**src/rtl/ps2_rx.sv**
```systemverilog
// PS/2 device-to-host receiver: pin conditioning, 11-bit frame deserializer,
// odd-parity / stop-bit checking and E0/F0 prefix folding into event flags.
// Optional build macro PS2_TIMEOUT_EN adds a mid-frame inactivity abort.
module ps2_rx #(
    parameter int unsigned FILTER_LEN     = 4,
    parameter int unsigned TIMEOUT_CYCLES = 100000
) (
    input  logic       clk,
    input  logic       rst,
    input  logic       ps2_clk,
    input  logic       ps2_data,
    output logic [7:0] code,
    output logic       code_valid,
    output logic       is_ext,
    output logic       is_break,
    output logic       parity_err,
    output logic       frame_err
);

    localparam int unsigned FW = 4;
    localparam int unsigned BW = 3;

    localparam logic [1:0] IDLE   = 2'd0;
    localparam logic [1:0] DATA   = 2'd1;
    localparam logic [1:0] PARITY = 2'd2;
    localparam logic [1:0] STOP   = 2'd3;

    localparam logic [7:0] BYTE_EXT = 8'hE0;
    localparam logic [7:0] BYTE_BRK = 8'hF0;

    logic [1:0]    clk_sync;
    logic [1:0]    data_sync;
    logic [FW-1:0] flt_cnt;
    logic          clk_filt;
    logic          clk_filt_d;
    logic          fall_c;
    logic          din_c;

    logic [1:0]    state,      state_n;
    logic [BW-1:0] bit_cnt,    bit_cnt_n;
    logic [7:0]    shift,      shift_n;
    logic          par,        par_n;
    logic          ext_pend,   ext_pend_n;
    logic          brk_pend,   brk_pend_n;
    logic [7:0]    code_n;
    logic          code_valid_n;
    logic          is_ext_n;
    logic          is_break_n;
    logic          parity_err_n;
    logic          frame_err_n;

    // Two-flop synchronizers; pins idle high so reset to 1
    always_ff @(posedge clk or posedge rst) begin
        if (rst) begin
            clk_sync  <= 2'b11;
            data_sync <= 2'b11;
        end else begin
            clk_sync  <= {clk_sync[0], ps2_clk};
            data_sync <= {data_sync[0], ps2_data};
        end
    end

    // Clock deglitch: level flips only after FILTER_LEN consecutive differing samples
    always_ff @(posedge clk or posedge rst) begin
        if (rst) begin
            flt_cnt    <= '0;
            clk_filt   <= 1'b1;
            clk_filt_d <= 1'b1;
        end else begin
            clk_filt_d <= clk_filt;
            if (clk_sync[1] == clk_filt) begin
                flt_cnt <= '0;
            end else if (flt_cnt == FW'(FILTER_LEN - 1)) begin
                clk_filt <= clk_sync[1];
                flt_cnt  <= '0;
            end else begin
                flt_cnt <= FW'(flt_cnt + FW'(1));
            end
        end
    end

    // One-cycle sample strobe on the registered filtered falling edge
    assign fall_c = clk_filt_d & ~clk_filt;
    assign din_c  = data_sync[1];

`ifdef PS2_TIMEOUT_EN
    localparam int unsigned TOW = $clog2(TIMEOUT_CYCLES + 1);

    logic [TOW-1:0] to_cnt;
    logic           to_hit_c;

    // Inactivity counter, running only while a frame is in progress
    always_ff @(posedge clk or posedge rst) begin
        if (rst) begin
            to_cnt <= '0;
        end else if (state == IDLE || fall_c) begin
            to_cnt <= '0;
        end else begin
            to_cnt <= TOW'(to_cnt + TOW'(1));
        end
    end

    assign to_hit_c = (state != IDLE) && !fall_c && (to_cnt == TOW'(TIMEOUT_CYCLES - 1));
`else
    logic unused_timeout;
    assign unused_timeout = ^TIMEOUT_CYCLES;
`endif

    // Frame FSM next-state and output decode
    always_comb begin
        state_n      = state;
        bit_cnt_n    = bit_cnt;
        shift_n      = shift;
        par_n        = par;
        ext_pend_n   = ext_pend;
        brk_pend_n   = brk_pend;
        code_n       = code;
        is_ext_n     = is_ext;
        is_break_n   = is_break;
        code_valid_n = 1'b0;
        parity_err_n = 1'b0;
        frame_err_n  = 1'b0;

        case (state)
            IDLE: begin
                if (fall_c && !din_c) begin
                    bit_cnt_n = '0;
                    state_n   = DATA;
                end
            end
            DATA: begin
                if (fall_c) begin
                    shift_n   = {din_c, shift[7:1]};
                    bit_cnt_n = BW'(bit_cnt + BW'(1));
                    if (bit_cnt == BW'(7)) begin
                        state_n = PARITY;
                    end
                end
            end
            PARITY: begin
                if (fall_c) begin
                    par_n   = din_c;
                    state_n = STOP;
                end
            end
            STOP: begin
                if (fall_c) begin
                    state_n = IDLE;
                    if (!din_c) begin
                        frame_err_n = 1'b1;
                        ext_pend_n  = 1'b0;
                        brk_pend_n  = 1'b0;
                    end else if (!(^{shift, par})) begin
                        parity_err_n = 1'b1;
                        ext_pend_n   = 1'b0;
                        brk_pend_n   = 1'b0;
                    end else if (shift == BYTE_EXT) begin
                        ext_pend_n = 1'b1;
                    end else if (shift == BYTE_BRK) begin
                        brk_pend_n = 1'b1;
                    end else begin
                        code_n       = shift;
                        is_ext_n     = ext_pend;
                        is_break_n   = brk_pend;
                        code_valid_n = 1'b1;
                        ext_pend_n   = 1'b0;
                        brk_pend_n   = 1'b0;
                    end
                end
            end
            default: state_n = IDLE;
        endcase

`ifdef PS2_TIMEOUT_EN
        if (to_hit_c) begin
            state_n     = IDLE;
            frame_err_n = 1'b1;
            ext_pend_n  = 1'b0;
            brk_pend_n  = 1'b0;
        end
`endif
    end

    // FSM state, datapath and registered outputs
    always_ff @(posedge clk or posedge rst) begin
        if (rst) begin
            state      <= IDLE;
            bit_cnt    <= '0;
            shift      <= '0;
            par        <= 1'b0;
            ext_pend   <= 1'b0;
            brk_pend   <= 1'b0;
            code       <= '0;
            is_ext     <= 1'b0;
            is_break   <= 1'b0;
            code_valid <= 1'b0;
            parity_err <= 1'b0;
            frame_err  <= 1'b0;
        end else begin
            state      <= state_n;
            bit_cnt    <= bit_cnt_n;
            shift      <= shift_n;
            par        <= par_n;
            ext_pend   <= ext_pend_n;
            brk_pend   <= brk_pend_n;
            code       <= code_n;
            is_ext     <= is_ext_n;
            is_break   <= is_break_n;
            code_valid <= code_valid_n;
            parity_err <= parity_err_n;
            frame_err  <= frame_err_n;
        end
    end

endmodule

```
**config.mk**
```make
export PLATFORM = sky130hd
export DESIGN_NAME = ps2_rx
export DESIGN_NICKNAME = d
export VERILOG_FILES = /design/src/rtl/ps2_rx.sv
export SDC_FILE = /design/constraint.sdc
export NUM_CORES = 1
export LEC_CHECK = 0
export CAP_MARGIN = 15
export CELL_PAD_IN_SITES_DETAIL_PLACEMENT = 1
export CELL_PAD_IN_SITES_GLOBAL_PLACEMENT = 1
export CORE_ASPECT_RATIO = 1.4
export CORE_MARGIN = 4
export CORE_UTILIZATION = 25
export DETAILED_ROUTE_END_ITERATION = 10
export PLACE_DENSITY_LB_ADDON = 0.1
export SLEW_MARGIN = 5
export SYNTH_ARGS = -nofsm -noshare
export SYNTH_HDL_FRONTEND = slang
export SYNTH_SLANG_ARGS = --single-unit
```
**constraint.sdc**
```tcl
create_clock -name clk -period 2.5 [get_ports clk]
set_input_delay 0.5 -clock clk [delete_from_list [all_inputs] [get_ports clk]]
set_output_delay 0.5 -clock clk [all_outputs]
set_load 0.02 [all_outputs]
```
==> flow_summary.yaml, run 1 <==
global_routing:
  grt_pass1_vias: 1224
  grt_pass1_wl_um: 6170
  overflow: 0
  grt_max_degree: 40
  track_usage: 0.0953
  antenna_found_initial: 0
sta:
  clock_skew_ns: 0.00654
  maxSlewHeadroom: 0.666
  fin_hold_ws_ns: 0.357
  rsz0062_at_grt: "false"
  min_period_over_period: 0.835
  finalMaxSlewViolations: 0
  tightest_slew_ns: 0.501
  fmax_mhz: 479
  finalHoldViolCount: 0
  min_period_ns: 2.09
  fin_setup_tns_ns: 0
  setup_viol: 0
floorplanning:
  chipWidth_um: 79.0
  die_h_um: 107
  dieArea_mm2: 0.00849
  core_mm2: 0.00694
  start_util: 0.255
  ios: 17
  num_rows: 36
synthesis:
  synth_warnings: 0
  avgSynthCellArea_um2: 13.5
  async_reset_ff_frac: 1.00
  ys.flop_type: "dfrtp_1"
  synth_area_mm2: 0.00177
  synth_edf_count: 0
  synthesis.nets: 143
  netlist_instances: 131
  synth.distinct_cells: 38
  seq_area_frac_synth: 0.557
  ys_ff_latch: 39
placed_design:
  routabilityCongestion: 0.711
  placement.io_buffers: 16
  dpl.hpwl_um: 2610
setup_path:
  critPathTopFamily: "XOR/XNOR gates"
  cp.depth: 5
  arrival_ns: 2.27
  slowest_delay_ns: 0.50
  cp.required_ns: 2.68
  path_buf_inv: 1
  critPathMaxFanout: 11
  r2r_end: "code[4]"
  rrSetupSlack_ns: 0.41
  rr_worst_depth: 5
  setup.worst_path.start: "shift[6]"
  crit_chain: "xor2_1 -> xnor3_2 -> mux2i_2 -> buf_4 -> mux2_1"
  crit_slowest_cell: "dfrtp_1"
  r2r-start: "shift[6]"
  crit_path_start_kind: "flip-flop"
  path_class: "reg2reg"
  worstSetupEndpoint: "code[4]"
  endpoint_kind: "flip-flop"
clock_network:
  clkTransAtPathRegs_ns: 0.08
  clock-sinks: 39
  cts_resized: 0
  cts_root_buffer: "clkbuf_8"
  cts_tree: "built"
  hold_buffers: 0
  cts_buffer_depth: 2
  postCtsSetupBuffers: 0
  htree_num_levels: 2
  clock_latency_ns: 0.29
  numCtsBuffers: 5
drt:
  wl_um: 3530
  wire_per_inst_um: 14.0
  routed_via_density: 4.33
  drtAntennaViolNets: 0
  drcViolationCount: 0
  drt_first_pass_iters: 4
  num_vias: 1092
  drt-initial-drc-count: 26
final_layout:
  num-fill-cells: 783
  synthToLayoutAreaGrowth_pct: 21.0
  nets: 168
  antenna_cells: 0
  drive_gt1_frac: 0.242
power:
  p_leak_nw: 1.01
  p_total_w: 0.00225
  vdd_drop_max_mv: 0.318
  power.density_mw_per_mm2: 1050
job:
  cap_violations: 0
hold_path:
  worst_hold_path_type: "reg2reg"
status:
  status: "complete, no violations"
## metal layers
| layer | vias to the layer above | track usage | routed length (um) |
|---|---|---|---|
| li1 | 508 | - | - |
| met1 | 562 | 0.0995 | 1340 |
| met2 | 15 | 0.175 | 2000 |
| met3 | 7 | 0.0226 | 103 |
| met4 | 0 | 0.0479 | 81 |
| met5 | - | 0 | 0 |
## worst min path at each step
| stage | startpoint | endpoint | depth (start not counted) |
|---|---|---|---|
| floorplan | clk_sync[0] | clk_sync[1] | 0 |
| global placement | data_sync[0] | data_sync[1] | 0 |
| detailed placement | clk_sync[0] | clk_sync[1] | 0 |
| CTS | data_sync[0] | data_sync[1] | 0 |
| global route | data_sync[0] | data_sync[1] | 0 |
| finish | data_sync[0] | data_sync[1] | 0 |
## worst register-to-register path, delay by kind of cell, from the launching register on
| family | cells | cell delay, ns |
|---|---|---|
| xor gates and xnor gates | 2 | 0.70 |
| muxes | 2 | 0.54 |
| DFF | 1 | 0.50 |
| buffers and inverters | 1 | 0.25 |
## metrics by stage
stage	worst slack [ns]	area, um2	instances	util
finish	0.412	2140	252	0.308
global route	0.274	2140	252	0.308
CTS	0.365	2140	252	0.308
detailed placement	0.388	2060	244	0.296
global placement	0.462	2060	244	0.296
floorplan	0.542	1770	131	-
## synthesized netlist by cell type (2+ instances only)
master    n  area [um2]
xnor2_1   4        35.0
dfrtp_1  33         826
dfstp_2   6         158
ha_1      8         100
mux2_2   12         135
mux2_4    7         105
a22o_1    2        17.5
inv_1     6        22.5
xor2_1    3        26.3
nor2b_1   2        12.5
nor2_1    8        30.0
nand2_1   7        26.3
o21ai_0   5        25.0
o31ai_1   2        15.0
nand3_1   3        15.0
## flip-flops by register name, indices dropped and copies added (netlist names)
register	flops
flt_cnt	4
shift	8
is_ext	1
parity_err	1
clk_sync	2
brk_pend	1
state	2
code_valid	1
clk_filt	1
is_break	1
bit_cnt	3
code	8
par	1
data_sync	2
frame_err	1
ext_pend	1
clk_filt_d	1
## logic make-up after synthesis
| kind of cell | count (synthesis) | synth area share |
|---|---|---|
| DFF | 39 | 0.557 |
| and+or+nand+nor | 30 | 0.0886 |
| muxes | 22 | 0.156 |
| AOI/OAI and AO/OA | 15 | 0.0595 |
| xor gates and xnor gates | 9 | 0.0609 |
| buffers and inverters | 8 | 0.0213 |
| adders and majority gates | 8 | 0.0567 |
## layout by cell type (no fill, tap or decap), types with 2 or more instances in the layout
master / instances
a22o_1: 2
buf_4: 3
clkbuf_1: 2
clkbuf_8: 5
clkdlybuf4s50_1: 16
dfrtp_1: 33
dfstp_2: 6
ha_1: 8
inv_1: 6
mux2_2: 12
mux2_4: 7
nand2_1: 7
nand3_1: 3
nor2_1: 8
nor2b_1: 2
o21ai_0: 5
o31ai_1: 2
xnor2_1: 4
xor2_1: 3
## final cells by class
cell class,count,area (um2),area share
repair buffers,19,183,0.0855
well taps,95,119,0.0556
clock inverters,1,5.00,0.00234
flip-flops and latches,39,983,0.460
inverters,7,26.3,0.0123
clock buffers,7,76.3,0.0357
multi-input cells,84,744,0.348
## where the power goes
group | internal (W) | switching [W]
Combinational | 0.000451 | 0.000448
Sequential | 0.000792 | 0.000140
Clock | 0.000196 | 0.000218
Note: power is estimated with default switching activity, not from simulation.
==> inputs of run 2 (changes only) <==
- clock period: 2.5 -> 1.95 ns (I/O delays scaled with it)
==> run 2 against run 1 <==
Wire length increased by 2.5%. Utilization up 2.4 points. Sequential power rose by 24%. Register-to-register slack lost 0.39 ns. Count of clock-buffer cells in the layout shrank 1. Final cell count grew 5.6%. Non-clock buffer count is 14 higher. First-iteration DRC count decreased by 62%. Worst hold slack gained 0.00093 ns. Setup slack worse by 0.39 ns.
==> flow_summary.yaml, run 2 (synthesis results as in run 1) <==
drt:
  drt_first_pass_iters: 3
  drtAntennaViolNets: 0
  routed_via_density: 4.27
  drcViolationCount: 0
  drt-initial-drc-count: 10
  wl_um: 3620
  wire_per_inst_um: 13.6
  num_vias: 1135
final_layout:
  synthToLayoutAreaGrowth_pct: 30.3
  num-fill-cells: 780
  nets: 182
  biggestRegsByFlops: "code: 8 flops, shift: 8 flops, flt_cnt: 4 flops"
  drive_gt1_frac: 0.333
  postLayoutCoreUtil: 0.332
  final_common_cell: "dfrtp_1"
  layout_common_cells: "dfrtp_1 (32), clkdlybuf4s50_1 (16), buf_4 (16)"
  antenna_cells: 0
placed_design:
  placement.io_buffers: 16
  routabilityCongestion: 0.733
  dpl.hpwl_um: 2680
global_routing:
  grt_pass1_wl_um: 6300
  grt_max_degree: 40
  antenna_found_initial: 0
  grt_pass1_vias: 1238
  track_usage: 0.0980
  overflow: 0
hold_path:
  worst_hold_path_type: "reg2reg"
sta:
  min_period_over_period: 0.987
  maxSlewHeadroom: 0.666
  finalMaxSlewViolations: 0
  fmax_mhz: 520
  tightest_slew_ns: 0.502
  min_period_ns: 1.92
  rsz0062_at_grt: "true"
  setup_viol: 0
  clock_skew_ns: 0.00572
  fin_setup_tns_ns: 0
  finalHoldViolCount: 0
floorplanning:
  core_mm2: 0.00694
  dieArea_mm2: 0.00849
  ios: 17
  die_h_um: 107
  start_util: 0.255
  num_rows: 36
  chipWidth_um: 79.0
setup_path:
  arrival_ns: 2.11
  critPathMaxFanout: 3
  endpoint_kind: "flip-flop"
  path_class: "reg2reg"
  crit_path_start_kind: "flip-flop"
  cp.required_ns: 2.13
power:
  swShare: 0.333
  p_leak_nw: 1.10
  combPwrFrac: 0.430
  power.density_mw_per_mm2: 1420
  p_int_w: 0.00217
  power.share.sequential: 0.355
  p_clk_frac: 0.215
  switchingPower_w: 0.00109
  vdd_drop_max_mv: 0.515
clock_network:
  htree_num_levels: 2
  clock-sinks: 39
  cts_root_buffer: "clkbuf_8"
  numCtsBuffers: 5
  hold_buffers: 0
  clock_latency_ns: 0.29
  clkTransAtPathRegs_ns: 0.08
  cts_buffer_depth: 2
  cts_tree: "built"
job:
  cap_violations: 0
status:
  status: "complete, no violations"
## run 2: final cells by class
| cell class | instances | area, um2 | share of cell area |
|---|---|---|---|
| clock buffer | 6 | 82.6 | 0.0359 |
| clock inverter | 2 | 35.0 | 0.0152 |
| inverter | 7 | 26.3 | 0.0114 |
| multi-input combinational | 84 | 762 | 0.331 |
| sequential | 39 | 985 | 0.428 |
| tap | 95 | 119 | 0.0517 |
| timing repair buffer | 33 | 292 | 0.127 |
## run 2: what timing repair did
action,in CTS,in global routing
pin swaps,0,0
resized for setup,3,2
hold endpoints to repair,0,0
buffers inserted,0,0
endpoints found under the setup margin,8,10
gates cloned,0,0
## run 2: critical path, stage by stage (launching register included)
cell,delay (ns)
dfrtp_1,0.38
or4_4,0.54
o211a_1,0.25
mux2i_4,0.19
buf_4,0.17
mux2_4,0.29
## run 2: per-stage QoR
stage | setup WS [ns] | total power (W) | cell area [um2] | hold slack, ns | std cells
after global routing | -0.0562 | 0.00354 | 2300 | 0.361 | 266
after detailed placement | -0.0858 | 0.00255 | 2160 | 0.347 | 258
after floorplan | -0.000572 | 0.00204 | 1770 | 0.345 | 131
after CTS | 0.00311 | 0.00332 | 2290 | 0.359 | 266
after global placement | -0.0127 | 0.00250 | 2160 | 0.345 | 258
final | 0.0255 | 0.00326 | 2300 | 0.357 | 266
## run 2: routing by layer
layer	vias up	global-route usage	routed length [um]
met4	0	0.0405	72
met2	21	0.160	1880
met5	-	0	0
met1	574	0.120	1530
li1	535	-	-
met3	5	0.0293	131
## run 2: worst paths after layout
path	startpoint	to	slack (ns)	cells after the start
worst max register to register	shift[3]	code[2]	0.03	5
min in group asynchronous	rst	code_valid	0.51	3
worst min register to register	data_sync[0]	data_sync[1]	0.36	0
max in group asynchronous	rst	shift[0]	1.05	3
worst min-delay path	data_sync[0]	data_sync[1]	0.36	0
worst max-delay path	shift[3]	code[2]	0.03	5
## run 2: power groups by stage
stage	combinational, W	clock, W	sequential, W
floorplan	0.000838	0	0.00121
global placement	0.00134	0	0.00116
detailed placement	0.00138	0	0.00117
CTS	0.00143	0.000736	0.00116
global route	0.00157	0.000783	0.00119
finish	0.00140	0.000701	0.00116
==> inputs of run 3 (changes only) <==
--- a/config.mk
+++ b/config.mk
@@ -12,5 +12,7 @@
 export CORE_MARGIN = 4
 export CORE_UTILIZATION = 25
+export CTS_CLUSTER_DIAMETER = 30
 export DETAILED_ROUTE_END_ITERATION = 10
+export GPL_TIMING_DRIVEN = 0
 export PLACE_DENSITY_LB_ADDON = 0.1
 export SLEW_MARGIN = 5
==> constraint.sdc (replaced) <==
create_clock -name clk -period 1.95 [get_ports clk]
set_input_delay 0.39 -clock clk [delete_from_list [all_inputs] [get_ports clk]]
set_output_delay 0.39 -clock clk [all_outputs]
set_load 0.1 [all_outputs]
==> run 3 against run 2 <==
Sequential share of layout area rose by 1.2 points. Critical endpoint is now code[1]. Largest cell class unchanged. Worst hold slack improved by 0.0024 ns. Wire length fell by 1.4%. The flow now finishes with violations (setup timing). Final cell count fell by 3.0%.
==> flow_summary.yaml, run 3 (synthesis results as in run 1) <==
setup_path:
  setup.worst_path.start: "shift[1]"
  rr_worst_depth: 5
  cp.depth: 5
  path_buf_inv: 1
  critPathMaxFanout: 5
  path_class: "reg2reg"
  rrSetupSlack_ns: -0.07
  crit_path_start_kind: "flip-flop"
  arrival_ns: 2.19
  r2r-start: "shift[1]"
  critPathTopFamily: "simple AND/OR/NAND/NOR gates"
  crit_slowest_cell: "or4_4"
  crit_chain: "or4_4 -> o211a_1 -> mux2i_4 -> buf_6 -> mux2_4"
  endpoint_kind: "flip-flop"
  cp.required_ns: 2.12
  slowest_delay_ns: 0.55
clock_network:
  htree_num_levels: 2
  cts_tree: "built"
  hold_buffers: 0
  clkTransAtPathRegs_ns: 0.07
  clock_latency_ns: 0.29
  cts_buffer_depth: 2
  cts_root_buffer: "clkbuf_8"
  clock-sinks: 39
  numCtsBuffers: 5
sta:
  rsz0062_at_grt: "true"
  finalHoldViolCount: 0
  setup_ws_ns: -0.0658
  maxSlewHeadroom: 0.362
  fin_setup_tns_ns: -0.415
  setup_viol: 8
  min_period_over_period: 1.03
  finalMaxSlewViolations: 0
  fmax_mhz: 496
  tightest_slew_ns: 0.961
  min_period_ns: 2.02
  clock_skew_ns: 0.00924
drt:
  drt-initial-drc-count: 65
  wire_per_inst_um: 13.8
  wl_um: 3570
  drtAntennaViolNets: 0
  routed_via_density: 4.40
  drt_first_pass_iters: 2
  drcViolationCount: 0
  num_vias: 1136
status:
  violations: "setup timing"
  status: "complete, but fails checks"
hold_path:
  holdCritStartpoint: "data_sync[0]"
  min_path_cells: 0
  worst_hold_path_type: "reg2reg"
placed_design:
  dpl.hpwl_um: 2520
  placement.io_buffers: 16
  dp_slack_ns: -0.238
  routabilityCongestion: 0.695
global_routing:
  grt_pass1_vias: 1246
  track_usage: 0.0952
  overflow: 0
  grt_pass1_wl_um: 6260
  grt_max_degree: 40
  antenna_found_initial: 0
final_layout:
  nets: 174
  antenna_cells: 0
  final_common_cell: "dfrtp_1"
  postLayoutCoreUtil: 0.323
  biggestRegsByFlops: "code: 8 flops, shift: 8 flops, flt_cnt: 4 flops"
  layout_common_cells: "dfrtp_1 (30), mux2_2 (12), dlygate4sd2_1 (12)"
  synthToLayoutAreaGrowth_pct: 27.1
  drive_gt1_frac: 0.319
job:
  cap_violations: 0
floorplanning:
  num_rows: 36
  dieArea_mm2: 0.00849
  start_util: 0.255
  core_mm2: 0.00694
  chipWidth_um: 79.0
  ios: 17
  die_h_um: 107
power:
  p_leak_nw: 1.11
  power.density_mw_per_mm2: 1500
  vdd_drop_max_mv: 0.692
[run 3: cell count changes in the layout (fill, tap and decap cells not counted), moves of 2 or more]
cell / previous run / this run
dfrtp_1: 32 / 30
clkbuf_1: 0 / 2
dfrtp_2: 1 / 3
buf_6: 1 / 4
buf_4: 16 / 5
clkdlybuf4s50_1: 16 / 3
dlygate4sd2_1: 0 / 12
[run 3: final timing paths]
check / to
max: code[1]
max in group asynchronous: shift[3]
min: data_sync[1]
min in group asynchronous: code[7]
max reg2reg: code[1]
min reg2reg: data_sync[1]
[run 3: timing repair]
| action | 4_1_cts | 5_1_grt |
|---|---|---|
| endpoints found under the setup margin | 23 | 12 |
| setup buffers | 5 | 2 |
| pin swaps | 2 | 4 |
| cloned | 1 | 0 |
| gates resized for setup | 20 | 6 |
[run 3: layout make-up]
class | instances | area [um2]
multi-input combinational | 84 | 777
inverter | 7 | 26.3
timing repair buffer | 24 | 216
tap | 95 | 119
fill | 789 | 4690
clock inverter | 1 | 30.0
sequential | 39 | 987
buffer | 1 | 11.3
clock buffer | 7 | 76.3
[run 3: through the flow]
stage	area (um2)	total power [W]	hold WS [ns]	std cells
after detailed placement	2040	0.00256	0.351	242
after CTS	2200	0.00330	0.363	256
after floorplan	1770	0.00225	0.345	131
after global routing	2240	0.00362	0.367	258
after global placement	2040	0.00251	0.346	242
final	2240	0.00336	0.360	258
[run 3: per-layer routing]
layer	part of all wire	wire length [um]	GRT usage	vias up
li1	-	-	-	523
met4	0.020	73	0.0405	0
met2	0.54	1930	0.168	19
met3	0.038	135	0.0243	6
met5	0	0	0	-
met1	0.40	1430	0.107	588
[run 3: power by group]
group          internal [W]  switching (W)
combinational      0.000676       0.000827
sequential          0.00102       0.000182
clock              0.000383       0.000275
